### config.mk
export PLATFORM = sky130hd
export DESIGN_NAME = cfg_cbit_loader
export DESIGN_NICKNAME = d
export VERILOG_FILES = /design/src/rtl/cfg_cbit_loader.sv
export SDC_FILE = /design/constraint.sdc
export NUM_CORES = 1
export LEC_CHECK = 0
export BUFFER_PORTS_ARGS = -buffer_cell sky130_fd_sc_hd__buf_2
export CAP_MARGIN = 20
export CORE_UTILIZATION = 45
export CTS_CLUSTER_SIZE = 40
export DETAILED_ROUTE_END_ITERATION = 8
export MAX_ROUTING_LAYER = met4
export PLACE_DENSITY_LB_ADDON = 0.05
export REMOVE_ABC_BUFFERS = 1
export SYNTH_ARGS = -nofsm -noshare
export SYNTH_HDL_FRONTEND = slang
export SYNTH_SLANG_ARGS = --single-unit
### constraint.sdc
create_clock -name clk -period 2.3 [get_ports clk]
set_input_delay 0 -clock clk [delete_from_list [all_inputs] [get_ports clk]]
set_output_delay 0 -clock clk [all_outputs]
set_load 0.02 [all_outputs]
### src/rtl/cfg_cbit_loader.sv
// cfg_cbit_loader: serial loader for routing-mux config bits.
// Shifts NWORDS words of CW bits in LSB-first and drives each word as a
// complementary cbit/cbitb pair, sequencing the fabric prog strobe.
// Ports:
//   clk, rst            clock (rising edge), async active-high reset
//   start, abort        begin a frame (IDLE only) / cancel a load
//   sdi, sdi_vld        serial data and its valid
//   sdi_rdy             loader accepts sdi this cycle (SHIFT only)
//   prog                fabric programming strobe
//   cbit, cbitb         config words and their complement
//   busy, done, err     not-IDLE, frame-loaded pulse, frame-aborted pulse
module cfg_cbit_loader #(
    parameter int CW         = 6,
    parameter int NWORDS     = 4,
    parameter int SETTLE_CYC = 4
) (
    input  logic                 clk,
    input  logic                 rst,
    input  logic                 start,
    input  logic                 abort,
    input  logic                 sdi,
    input  logic                 sdi_vld,
    output logic                 sdi_rdy,
    output logic                 prog,
    output logic [NWORDS*CW-1:0] cbit,
    output logic [NWORDS*CW-1:0] cbitb,
    output logic                 busy,
    output logic                 done,
    output logic                 err
);

    localparam int BW = (CW > 1) ? $clog2(CW) : 1;
    localparam int WW = (NWORDS > 1) ? $clog2(NWORDS) : 1;
    localparam int SW = (SETTLE_CYC > 1) ? $clog2(SETTLE_CYC) : 1;

    localparam logic [2:0] S_IDLE    = 3'd0;
    localparam logic [2:0] S_PROG_ON = 3'd1;
    localparam logic [2:0] S_SHIFT   = 3'd2;
    localparam logic [2:0] S_COMMIT  = 3'd3;
    localparam logic [2:0] S_SETTLE  = 3'd4;
    localparam logic [2:0] S_RELEASE = 3'd5;

    logic [2:0]           r_state;
    logic [BW-1:0]        r_bitcnt;
    logic [WW-1:0]        r_widx;
    logic [SW-1:0]        r_scnt;
    logic [CW-1:0]        r_sh;
    logic [NWORDS*CW-1:0] r_cbit;
    logic [NWORDS*CW-1:0] r_cbitb;
    logic                 r_sdi_rdy;
    logic                 r_prog;
    logic                 r_busy;
    logic                 r_done;
    logic                 r_err;

    logic       w_abort;
    logic       w_last_bit;
    logic       w_last_word;
    logic       w_last_settle;
    logic [2:0] w_nstate;

    always_comb begin
        w_last_bit    = (r_bitcnt == BW'(CW - 1));
        w_last_word   = (r_widx == WW'(NWORDS - 1));
        w_last_settle = (r_scnt == SW'(SETTLE_CYC - 1));
        // abort only matters while a load is actually in flight
        w_abort = abort && (r_state == S_PROG_ON || r_state == S_SHIFT ||
                            r_state == S_COMMIT || r_state == S_SETTLE);
        w_nstate = r_state;
        if (w_abort) begin
            w_nstate = S_IDLE;
        end else begin
            unique case (r_state)
                S_IDLE:    if (start) w_nstate = S_PROG_ON;
                S_PROG_ON: w_nstate = S_SHIFT;
                S_SHIFT:   if (sdi_vld && w_last_bit) w_nstate = S_COMMIT;
                S_COMMIT:  w_nstate = w_last_word ? S_SETTLE : S_SHIFT;
                S_SETTLE:  if (w_last_settle) w_nstate = S_RELEASE;
                S_RELEASE: w_nstate = S_IDLE;
                default:   w_nstate = S_IDLE;
            endcase
        end
    end

    always_ff @(posedge clk or posedge rst) begin
        if (rst) begin
            r_state   <= S_IDLE;
            r_bitcnt  <= '0;
            r_widx    <= '0;
            r_scnt    <= '0;
            r_sh      <= '0;
            r_cbit    <= '0;
            r_cbitb   <= '1;
            r_sdi_rdy <= 1'b0;
            r_prog    <= 1'b1;
            r_busy    <= 1'b0;
            r_done    <= 1'b0;
            r_err     <= 1'b0;
        end else begin
            r_state <= w_nstate;
            // registered outputs track the state being entered
            r_sdi_rdy <= (w_nstate == S_SHIFT);
            r_busy    <= (w_nstate != S_IDLE);
            r_done    <= 1'b0;
            r_err     <= 1'b0;
            if (w_abort) begin
                r_cbit  <= '0;
                r_cbitb <= '1;
                r_prog  <= 1'b1;
                r_err   <= 1'b1;
            end else begin
                unique case (r_state)
                    S_IDLE: begin
                        if (start) begin
                            r_prog   <= 1'b1;
                            r_bitcnt <= '0;
                            r_widx   <= '0;
                            r_scnt   <= '0;
                        end
                    end
                    S_SHIFT: begin
                        if (sdi_vld) begin
                            r_sh     <= {sdi, r_sh[CW-1:1]};
                            r_bitcnt <= w_last_bit ? '0 : r_bitcnt + 1'b1;
                        end
                    end
                    S_COMMIT: begin
                        // both slices from the same source on the same edge
                        r_cbit[r_widx*CW +: CW]  <= r_sh;
                        r_cbitb[r_widx*CW +: CW] <= ~r_sh;
                        if (!w_last_word) r_widx <= r_widx + 1'b1;
                        r_scnt <= '0;
                    end
                    S_SETTLE: begin
                        if (w_last_settle) begin
                            r_prog <= 1'b0;
                            r_done <= 1'b1;
                        end else begin
                            r_scnt <= r_scnt + 1'b1;
                        end
                    end
                    default: ;
                endcase
            end
        end
    end

    assign sdi_rdy = r_sdi_rdy;
    assign prog    = r_prog;
    assign cbit    = r_cbit;
    assign cbitb   = r_cbitb;
    assign busy    = r_busy;
    assign done    = r_done;
    assign err     = r_err;

endmodule
==> metrics.log <==
INFO  metric run_status = finished, final reports clean
INFO  metric final_layout_size_suffix_gt1_frac = 0.332
INFO  metric fin_hold_ws = 0.0531 ns
INFO  metric cap_violations = 0
INFO  metric yosys_warnings = 0
INFO  metric setup_violations = 0
INFO  metric wire_per_inst = 18.0 um
INFO  metric post_synth_main_area_contributors = sky130_fd_sc_hd__dfrtp_1 30%, sky130_fd_sc_hd__dfstp_2 18%, sky130_fd_sc_hd__a22o_1 5.2%
INFO  metric fp.dieW = 92.6 um
INFO  metric synthCells = 351
INFO  metric avgSynthCellArea = 10.5 um^2
INFO  metric floorplan.core_area = 0.00785 mm^2
INFO  metric hpwlAfterDp = 6.65 mm
INFO  metric die-area = 0.00857 mm^2
INFO  metric crit_path_arrival_time = 2.35 ns
INFO  metric synthToLayoutAreaGrowth = 17.4%
INFO  metric synth-edff-count = 0
INFO  metric slew_headroom = 0.530
INFO  metric grt_first_pass_wirelength = 14.9 mm
INFO  metric total_routing_usage_gr = 0.238
INFO  metric post-synth-top-area-cell = sky130_fd_sc_hd__dfrtp_1
INFO  metric ys_seq_elements = 69
INFO  metric power-per-cell-area = 829 mW/mm^2
INFO  metric power.leakage = 2.00 nW
INFO  metric antenna_viol_nets_final = 0
INFO  metric synth-async-reset-ratio = 1.00
INFO  metric postSynth.topFlopCell = sky130_fd_sc_hd__dfrtp_1
INFO  metric synthDistinctLibCells = 63
INFO  metric hold_violation_count_in_the_final_report = 0
INFO  metric crit_required = 2.60 ns
INFO  metric grt_start_max_net_pins = 39
INFO  metric worstSetupStartpointType = flip-flop
INFO  metric final.period_utilization = 0.891
INFO  metric seq_area_frac_synth = 0.476
INFO  metric shortest_clock_period_the_worst_path_allows_after_layout = 2.05 ns
INFO  metric clk-insertion-delay-late = 0.35 ns
INFO  metric vias = 2971
INFO  metric tightest_slew = 0.704 ns
INFO  metric dr.first_iter.drc_count = 212
INFO  metric fin_ws = 0.252 ns
INFO  metric layout.nets = 428
INFO  metric reg2regPathDepth = 6
INFO  metric finalWeightedCongestion = 0.895
INFO  metric gr-total-overflow = 0
INFO  metric worst_setup_hold_path_clk_slew = 0.08 ns
INFO  metric port-buffer-count = 58
INFO  metric critical_path_fanouts_max = 13
INFO  metric master_cell_of_the_clock_root_buffer = sky130_fd_sc_hd__clkbuf_8
INFO  metric wl = 9.39 mm
INFO  metric grt_setup_unrepaired = no
INFO  metric fmax = 488 MHz
INFO  metric vdd_drop_max = 448 uV
INFO  metric r2r-start = r_widx[1]$_DFFE_PP0P_
INFO  metric row_count = 32
INFO  metric reg2reg_to = cbitb[6]$_DFFE_PP1P_
INFO  metric slew_viol_final = 0
INFO  metric number_of_design_rule_violations_left_after_detail_routing = 0
INFO  metric r2r_setup_slack = 0.25 ns
INFO  metric tritoncts = done
INFO  metric cts.path.max_buffers = 2
INFO  metric crit_path_end = cbitb[6]$_DFFE_PP1P_
INFO  metric io_pins = 59
INFO  metric chipHeight = 92.6 um
INFO  metric finClkSkew = 0.00851 ns
INFO  metric critPathCaptureType = flip-flop
INFO  metric final_design_area_no_fill = 0.00434 mm^2
INFO  metric final_common_cell = sky130_fd_sc_hd__buf_2
INFO  metric yosysTopAreaCellShare = 0.298
INFO  metric hold_path_class = in2reg
INFO  metric postPlaceCellArea = 0.00409 mm^2
INFO  metric drt_pre_antenna_iters = 5
INFO  metric vias_per_cell = 5.70
INFO  metric synth_area = 0.00369 mm^2
INFO  metric post-place-ws = 0.186 ns
INFO  metric antenna_found_initial = 0
INFO  metric count_of_h_tree_levels_built_during_cts = 3
INFO  metric timing_worst_setup_path_type = reg2reg
INFO  metric antenna_cells_inserted = 0
INFO  metric initial_utilization = 0.471
INFO  metric first_global_vias = 2786
INFO  metric place_inst = 502
INFO  metric layout.cells.most_common_list = 58 x sky130_fd_sc_hd__buf_2, 44 x sky130_fd_sc_hd__dfrtp_1, 33 x sky130_fd_sc_hd__nand2_1
INFO  metric inserted_clock_buffers = 9
INFO  metric finish.cell_count_without_fillers = 521
INFO  metric clock_sink_count = 69
INFO  metric postLayoutCoreUtil = 0.553
INFO  metric worstSetupStartpoint = r_widx[1]$_DFFE_PP0P_
final cells by class:
class	count	area [um^2]
clock buffers	11	131
flip-flops and latches	69	1760
repair buffers	74	430
fillers	721	3510
multi-input cells	248	1760
clock inverters	5	83.8
well taps	102	128
inverters	12	47.5
routing by layer:
metal | vias up | routed length, um | track usage
met4 | 0 | 57 | 0.0859
met1 | 1470 | 4700 | 0.346
met5 | - | 0 | -
li1 | 1414 | - | -
met2 | 81 | 4170 | 0.338
met3 | 6 | 467 | 0.0337
stage by stage:
| step | power (mW) | TNS, ns |
|---|---|---|
| 6_report | 3.59 | 0 |
| 5_1_grt | 3.76 | 0 |
| 4_1_cts | 3.61 | 0 |
| 3_5_place_dp | 2.50 | 0 |
| 3_3_place_gp | 2.49 | 0 |
| 2_1_floorplan | 2.15 | -7.14 |
what timing repair did:
| action | 4_1_cts | 5_1_grt |
|---|---|---|
| setup endpoints to repair | 0 | 6 |
| resized for setup | 0 | 1 |
| hold buffers | 3 | 0 |
| endpoints found under the hold margin | 11 | 0 |
| buffers inserted | 0 | 0 |
registers in the layout (all words and copies together), names as in the netlist:
register	cells
r_state	3
r_widx	2
cbit	24
r_bitcnt	3
err	1
prog	1
r_sh	6
done	1
busy	1
cbitb	24
sdi_rdy	1
r_scnt	2
kinds of logic (layout without fill, tap and decap cells):
logic type	after synthesis	count (layout)	synth area share
adders and majority gates	8	8	0.0271
and+or+nand+nor	115	115	0.173
xor gates and xnor gates	2	2	0.00474
DFF	69	69	0.476
muxes	19	19	0.0569
buffers and inverters	34	102	0.0488
AOI/OAI and AO/OA	104	104	0.213
how the worst min path moves through the flow:
stage | end | from | slack (ns) | cells past startpoint
after CTS | prog$_DFFE_PP1P_ | start | 0.05 | 3
after global routing | prog$_DFFE_PP1P_ | start | 0.06 | 3
after global placement | cbit[20]$_DFFE_PP0P_ | rst | 0.13 | 2
after detailed placement | cbit[20]$_DFFE_PP0P_ | rst | 0.15 | 2
after floorplan | r_state[2]$_DFF_PP0_ | abort | 0.06 | 1
final | prog$_DFFE_PP1P_ | start | 0.05 | 3
Yosys cell counts, drive strengths merged (6+ instances only):
cell / number
mux2i: 9
a22o: 22
nor2: 23
o21ai: 9
a221o: 10
ha: 8
inv: 12
nand2: 36
nand2b: 6
o21a: 6
nor2b: 7
dfstp: 25
nor3: 12
dfrtp: 44
a21oi: 24
mux2: 10
buf: 19
where the power goes:
group / switching (mW) / leakage (nW) / internal, mW
Sequential: 0.196 / 0.857 / 1.36
Combinational: 0.598 / 1.04 / 0.341
Clock: 0.480 / 0.100 / 0.615
Total: 1.27 / 2.00 / 2.32
worst max-delay path, stage by stage, from the launching register on:
cell and delay [ns]:
sky130_fd_sc_hd__dfrtp_1 0.42, sky130_fd_sc_hd__inv_1 0.11, sky130_fd_sc_hd__ha_2 0.50, sky130_fd_sc_hd__and2b_1 0.27
sky130_fd_sc_hd__nand2_1 0.21, sky130_fd_sc_hd__nor2_1 0.28, sky130_fd_sc_hd__a221o_1 0.20
(Power assumes the default switching activity.)
